**src/rtl/regbank_pkg.sv**
```systemverilog
// Shared register-bank geometry and the address/data types used by the writeback path.
package regbank_pkg;

  localparam int unsigned REG_COUNT = 32;
  localparam int unsigned REG_AW    = 5;
  localparam int unsigned REG_DW    = 32;

  typedef logic [REG_AW-1:0] reg_addr_t;
  typedef logic [REG_DW-1:0] reg_data_t;

endpackage

```
**src/rtl/regbank_write_arbiter_if.sv**
```systemverilog
// Writeback request bus from the sources plus the bank write port driven by the arbiter.
interface regbank_write_arbiter_if #(
  parameter int unsigned NREQ = 4,
  parameter int unsigned AW   = regbank_pkg::REG_AW,
  parameter int unsigned DW   = regbank_pkg::REG_DW
);
  localparam int unsigned IW = $clog2(NREQ);

  logic               stall;
  logic [NREQ-1:0]    req_valid;
  logic [NREQ*AW-1:0] req_addr;
  logic [NREQ*DW-1:0] req_data;
  logic [NREQ-1:0]    req_ready;
  logic               write;
  logic [AW-1:0]      dr;
  logic [DW-1:0]      wrdata;
  logic [IW-1:0]      grant_id;
  logic [15:0]        write_count;

  // Sources and bank side.
  modport master (
    output stall, req_valid, req_addr, req_data,
    input  req_ready, write, dr, wrdata, grant_id, write_count
  );

  // Arbiter side.
  modport slave (
    input  stall, req_valid, req_addr, req_data,
    output req_ready, write, dr, wrdata, grant_id, write_count
  );

endinterface

```
**src/rtl/regbank_write_arbiter_rr_picker.sv**
```systemverilog
// Combinational round-robin picker: first asserted request at or above ptr, wrapping.
module rr_picker #(
  parameter int unsigned NREQ = 4,
  parameter int unsigned IW   = $clog2(NREQ)
) (
  input  logic [NREQ-1:0] req,
  input  logic [IW-1:0]   ptr,
  output logic [NREQ-1:0] grant,
  output logic [IW-1:0]   idx,
  output logic            any
);

  logic        found;
  int unsigned pos;

  assign any = |req;

  always_comb begin
    grant = '0;
    idx   = '0;
    found = 1'b0;
    pos   = 0;
    for (int unsigned k = 0; k < NREQ; k++) begin
      pos = (32'(ptr) + k) % NREQ;
      if (!found && req[pos]) begin
        found      = 1'b1;
        grant[pos] = 1'b1;
        idx        = IW'(pos);
      end
    end
  end

endmodule

```
**src/rtl/regbank_write_arbiter.sv**
```systemverilog
// Round-robin arbiter for the register bank's single write port, one registered write per cycle.
// Optional ZERO_REG_DROP_EN: accept writes to register 0 but never issue them to the bank.
module regbank_write_arbiter
  import regbank_pkg::*;
#(
  parameter int unsigned NREQ = 4,
  parameter int unsigned AW   = REG_AW,
  parameter int unsigned DW   = REG_DW
) (
  input logic                   clock,
  input logic                   reset,
  regbank_write_arbiter_if.slave bus
);

  localparam int unsigned IW = $clog2(NREQ);

  logic [IW-1:0]   ptr_q;
  logic [NREQ-1:0] grant;
  logic [IW-1:0]   win;
  logic            any;
  logic            xfer;
  logic            wr_en_d;
  logic [AW-1:0]   win_addr;
  logic [DW-1:0]   win_data;

  logic            write_q;
  logic [AW-1:0]   dr_q;
  logic [DW-1:0]   wrdata_q;
  logic [IW-1:0]   grant_id_q;
  logic [15:0]     write_count_q;

  rr_picker #(
    .NREQ(NREQ),
    .IW  (IW)
  ) u_picker (
    .req  (bus.req_valid),
    .ptr  (ptr_q),
    .grant(grant),
    .idx  (win),
    .any  (any)
  );

  assign xfer          = any && !bus.stall && !reset;
  assign bus.req_ready = xfer ? grant : '0;
  assign win_addr      = bus.req_addr[win*AW +: AW];
  assign win_data      = bus.req_data[win*DW +: DW];

`ifdef ZERO_REG_DROP_EN
  assign wr_en_d = xfer && (win_addr != '0);
`else
  assign wr_en_d = xfer;
`endif

  always_ff @(posedge clock) begin
    if (reset) begin
      ptr_q         <= '0;
      write_q       <= 1'b0;
      dr_q          <= '0;
      wrdata_q      <= '0;
      grant_id_q    <= '0;
      write_count_q <= '0;
    end else begin
      write_q <= wr_en_d;
      if (xfer) begin
        ptr_q      <= (win == IW'(NREQ - 1)) ? '0 : win + 1'b1;
        dr_q       <= win_addr;
        wrdata_q   <= win_data;
        grant_id_q <= win;
      end
      if (wr_en_d && (write_count_q != 16'hFFFF)) begin
        write_count_q <= write_count_q + 16'd1;
      end
    end
  end

  assign bus.write       = write_q;
  assign bus.dr          = dr_q;
  assign bus.wrdata      = wrdata_q;
  assign bus.grant_id    = grant_id_q;
  assign bus.write_count = write_count_q;

endmodule
```
**src/flat_wrapper.sv**
```systemverilog
// flat-port wrapper written by rule: the top's interface ports become plain ports
module regbank_write_arbiter_flat import regbank_pkg::*;
#(
  parameter int unsigned NREQ = 4,
  parameter int unsigned AW   = REG_AW,
  parameter int unsigned DW   = REG_DW
)
  (clock, reset, bus_stall, bus_req_valid, bus_req_addr, bus_req_data, bus_req_ready, bus_write, bus_dr, bus_wrdata, bus_grant_id, bus_write_count);
  regbank_write_arbiter_if #(.NREQ(NREQ), .AW(AW), .DW(DW)) bus_i ();
  input logic clock;
  input logic reset;
  input wire logic [$bits(bus_i.stall)-1:0] bus_stall;
  input wire logic [$bits(bus_i.req_valid)-1:0] bus_req_valid;
  input wire logic [$bits(bus_i.req_addr)-1:0] bus_req_addr;
  input wire logic [$bits(bus_i.req_data)-1:0] bus_req_data;
  output wire logic [$bits(bus_i.req_ready)-1:0] bus_req_ready;
  output wire logic [$bits(bus_i.write)-1:0] bus_write;
  output wire logic [$bits(bus_i.dr)-1:0] bus_dr;
  output wire logic [$bits(bus_i.wrdata)-1:0] bus_wrdata;
  output wire logic [$bits(bus_i.grant_id)-1:0] bus_grant_id;
  output wire logic [$bits(bus_i.write_count)-1:0] bus_write_count;
  assign bus_i.stall = bus_stall;
  assign bus_i.req_valid = bus_req_valid;
  assign bus_i.req_addr = bus_req_addr;
  assign bus_i.req_data = bus_req_data;
  assign bus_req_ready = bus_i.req_ready;
  assign bus_write = bus_i.write;
  assign bus_dr = bus_i.dr;
  assign bus_wrdata = bus_i.wrdata;
  assign bus_grant_id = bus_i.grant_id;
  assign bus_write_count = bus_i.write_count;
  regbank_write_arbiter #(.NREQ(NREQ), .AW(AW), .DW(DW)) u_core (.clock(clock), .reset(reset), .bus(bus_i));
endmodule
```
**config.mk**
```make
export PLATFORM = sky130hd
export DESIGN_NAME = regbank_write_arbiter_flat
export DESIGN_NICKNAME = d
export VERILOG_FILES = /design/src/rtl/regbank_pkg.sv /design/src/rtl/regbank_write_arbiter_if.sv /design/src/rtl/regbank_write_arbiter_rr_picker.sv /design/src/rtl/regbank_write_arbiter.sv /design/src/flat_wrapper.sv
export SDC_FILE = /design/constraint.sdc
export NUM_CORES = 1
export LEC_CHECK = 0
export BUFFER_PORTS_ARGS = -buffer_cell sky130_fd_sc_hd__buf_4
export CORE_MARGIN = 3
export CORE_UTILIZATION = 35
export DETAILED_ROUTE_END_ITERATION = 10
export PLACE_DENSITY = 0.64
export SYNTH_ARGS = -nofsm -noshare
export SYNTH_HDL_FRONTEND = slang
export SYNTH_SLANG_ARGS = --single-unit
```
**constraint.sdc**
```tcl
create_clock -name clock -period 4.04 [get_ports clock]
set_clock_uncertainty 0.15 [all_clocks]
set_input_delay 0.808 -clock clock [delete_from_list [all_inputs] [get_ports clock]]
set_output_delay 0.808 -clock clock [all_outputs]
set_load 0.03 [all_outputs]
```
==> metrics.md <==
| Metric | Value |
|---|---|
| Reg2Reg Depth | `8` |
| Clk slew on worst S/H paths | `0.05 ns` |
| Commonest non-fill, non-tap cell in the layout | `buf_4` |
| P_leak | `0.00276 uW` |
| Crit path DAT | `2.92 ns` |
| Maximum VDD drop | `151 uV` |
| Buffers plus inverters on the worst setup path | `2` |
| Synthesized Nets | `620` |
| Tcrit/Tclk final | `96.0%` |
| Gpl congestion | `0.799` |
| FMAX | `258 MHz` |
| DR vias | `4442` |
| Synth warn | `0` |
| Pwr dens | `408 nW/um^2` |
| R2R setup slack | `0.75 ns` |
| Critical path startpoint category | `flip-flop` |
| Synth Cell Area | `4350 sq um` |
| Hold Buf Count CTS | `0` |
| Post-synth EDFFs | `0` |
| Hold Crit Class | `flip-flop to flip-flop` |
| Worst Path Class, Setup | `flip-flop to primary output` |
| Worst skew pair latency | `0.32 ns` |
| Die outline area | `13800 sq um` |
| Global router's overall resource usage | `20.4%` |
| Top delay family on crit path | `simple AND/OR/NAND/NOR gates` |
| Seq/Total Area, Yosys | `26.7%` |
| Dpl hpwl | `10.8 mm` |
| Net Sw Frac | `37.3%` |
| Asr flop ratio synth | `0%` |
| Ranking of synthesized cells by area | `dfxtp_1, a211oi_2, mux2i_1` |
| Fin crit period | `3.88 ns` |
| GRT overflow | `0` |
| ANT nets after route | `0` |
| DIE WIDTH | `117 um` |
| CTS tree | `yes` |
| Most frequent cells in the layout | `buf_4, a211oi_2, dfxtp_1` |
| Starting Density | `36.0%` |
| CP max-delay cell | `ha_1` |
| Total core area | `12100 sq um` |
| Post-Route WL | `14.6 mm` |
| Row count | `40` |
| Area of the multi-input gates | `2850 sq um` |
| Layout cell share with drive strength beyond 1 | `48.2%` |
| Maximum number of pins on one net before global-route repair | `49` |
| WHS | `0.327 ns` |
| Total iterations of the first detailed-routing run | `4` |
| Die Ht | `117 um` |
| Worst relative slew slack | `57.2%` |
| Hold Path Cell Cnt | `2` |
| Top FF cell, synth | `dfxtp_1` |
| Max stage delay on crit path | `0.46 ns` |
| Iter 0 DRT Violations | `299` |
| Type of destination of the critical path | `primary output` |
| Number of diodes | `0` |
| Hold Violations, Final | `0` |
| Vias per inst | `5.40` |
| Top cell type's share of synthesized area | `26.7%` |
| Htree depth | `3` |
| CTS Buf Count | `9` |
| Avg Cell Area, Syn | `9.53 sq um` |
| Final Slew Violations | `0` |
| Setup repair bufs after CTS | `0` |
| Synth Instances | `456` |
| CP required | `3.08 ns` |
| Routed len/inst | `17.8 um` |
| Sw power | `949 uW` |
| Initial antenna violation count | `0` |
| Clock share of power | `28.8%` |
| Hold Path Sink | `u_core.bus.grant_id[1]` |
| Comb pwr share | `44.2%` |
| RSZ-0062 raised after global routing | `false` |
| Fillers | `1147` |
| Flop pwr share | `27.0%` |
| Max-Cap Viols | `0` |
| Final setup viols | `0` |
| HP Start | `u_core.bus.grant_id[1]` |
| Area grow syn2layout | `43.6%` |
| Vias in the first global route | `4386` |
| Placed Instances | `806` |
| Most area-hungry cell type in the Yosys netlist | `dfxtp_1` |
| Setup WS pre-CTS | `0.510 ns` |
| Seq cells post-synth | `58` |
| Worst slew pin tran | `0.637 ns` |
| First-pass GRT wire length | `22.9 mm` |
| Clk sink count | `58` |
| Status | `complete, no violations` |
| CTS root buffer | `clkbuf_16` |
| Layout Cells excl Fill | `822` |
| Worst-path cell chain | `inv_1, ha_1, or3b_1, a2111oi_0, or2_1, a221oi_1, nor2_1, buf_4` |
| # DRC | `0` |
| Nets | `813` |
| Reg-to-Reg Start | `u_core.ptr_q[0]` |
| Post-CTS Resized | `0` |
| Number of port buffers | `214` |
| Fin Setup TNS | `0 ns` |
| CTS Buffer Depth | `2` |
| I/O pins | `215` |
| Cell internal pwr | `1590 uW` |
| Final worst slack | `0.163 ns` |
| Synth cell types | `61` |
| Flip-flop and latch area | `1160 sq um` |
| Reg-to-reg endpoint | `u_core.bus.wrdata[25]` |
| Max FO, Critical Path | `10` |
## flip-flops by register name (all words and copies together), names as in the netlist
name and cells:
u_core.bus.dr 5, u_core.ptr_q 2, u_core.bus.write 1, u_core.bus.grant_id 2, u_core.bus.wrdata 32, u_core.bus.write_count 16
## kinds of logic (layout without fill, tap and decap cells)
logic type	count (synthesis)	in the layout	synth area share, %
flops	58	58	26.7
xor+xnor	10	10	2.02
mux	47	47	11.7
fa+ha+maj	9	9	2.59
compound gates	158	158	33.4
simple gates	122	122	15.4
buf+inv	52	250	8.12
## cell usage after synthesis, types with 5 or more instances
cell type,n
o221ai_1,5
a211oi_2,61
clkbuf_1,17
mux2i_1,43
o211ai_1,7
or3_1,5
a21oi_1,12
xnor2_1,7
nand3_1,6
buf_2,8
nand4_1,5
nor2_1,29
dfxtp_1,58
and3_1,35
ha_1,9
buf_6,7
nand2_1,19
inv_1,9
o21ai_0,38
## stage by stage
| step | instance area, sq um | total power [uW] | utilization [%] |
|---|---|---|---|
| floorplan | 4350 | 1500 | - |
| global route | 6240 | 2670 | 51.7 |
| global placement | 5960 | 1810 | 49.4 |
| CTS | 6240 | 2570 | 51.7 |
| finish | 6240 | 2540 | 51.7 |
| detailed placement | 5960 | 1830 | 49.4 |
## worst max-delay path by stage
stage / end / depth (start not counted) / start
after global placement: bus_req_ready[3] / 7 / bus_req_valid[1]
after detailed placement: bus_req_ready[1] / 7 / bus_req_valid[3]
after CTS: bus_req_ready[1] / 8 / u_core.ptr_q[0]
after global routing: bus_req_ready[1] / 8 / u_core.ptr_q[0]
final: bus_req_ready[0] / 8 / u_core.ptr_q[0]
after floorplan: bus_req_ready[0] / 10 / u_core.ptr_q[0]
## worst reg2reg max path, stage by stage (launching register included)
cell	delay (ns)
dfxtp_1	0.32
inv_1	0.11
ha_1	0.46
or3b_1	0.42
a2111oi_0	0.43
or2_1	0.40
o31a_4	0.57
and2_1	0.24
a2bb2oi_2	0.12
## routing by layer
layer	share of wire, %	global-route usage (%)	up-vias	wire (um)
met3	7.7	5.26	16	1120
met1	41	24.9	2119	6050
met4	1.9	7.18	0	276
li1	-	-	2130	-
met2	49	35.0	177	7160
met5	0	0	-	0
## power by group through the flow
stage	Clock (uW)	Combinational (uW)	Sequential, uW
2_1_floorplan	0	670	826
3_3_place_gp	0	1120	695
3_5_place_dp	0	1130	696
4_1_cts	746	1130	687
5_1_grt	769	1210	696
6_report	731	1130	688
## cell type report
type	instances	area share (%)
Tap cell	168	3.37
Sequential cell	58	18.6
Clock inverter	3	0.642
Multi-Input combinational cell	346	45.6
Timing Repair Buffer	224	27.3
Inverter	10	0.601
Clock buffer	13	3.85
Power figures use the tool's default switching activity.
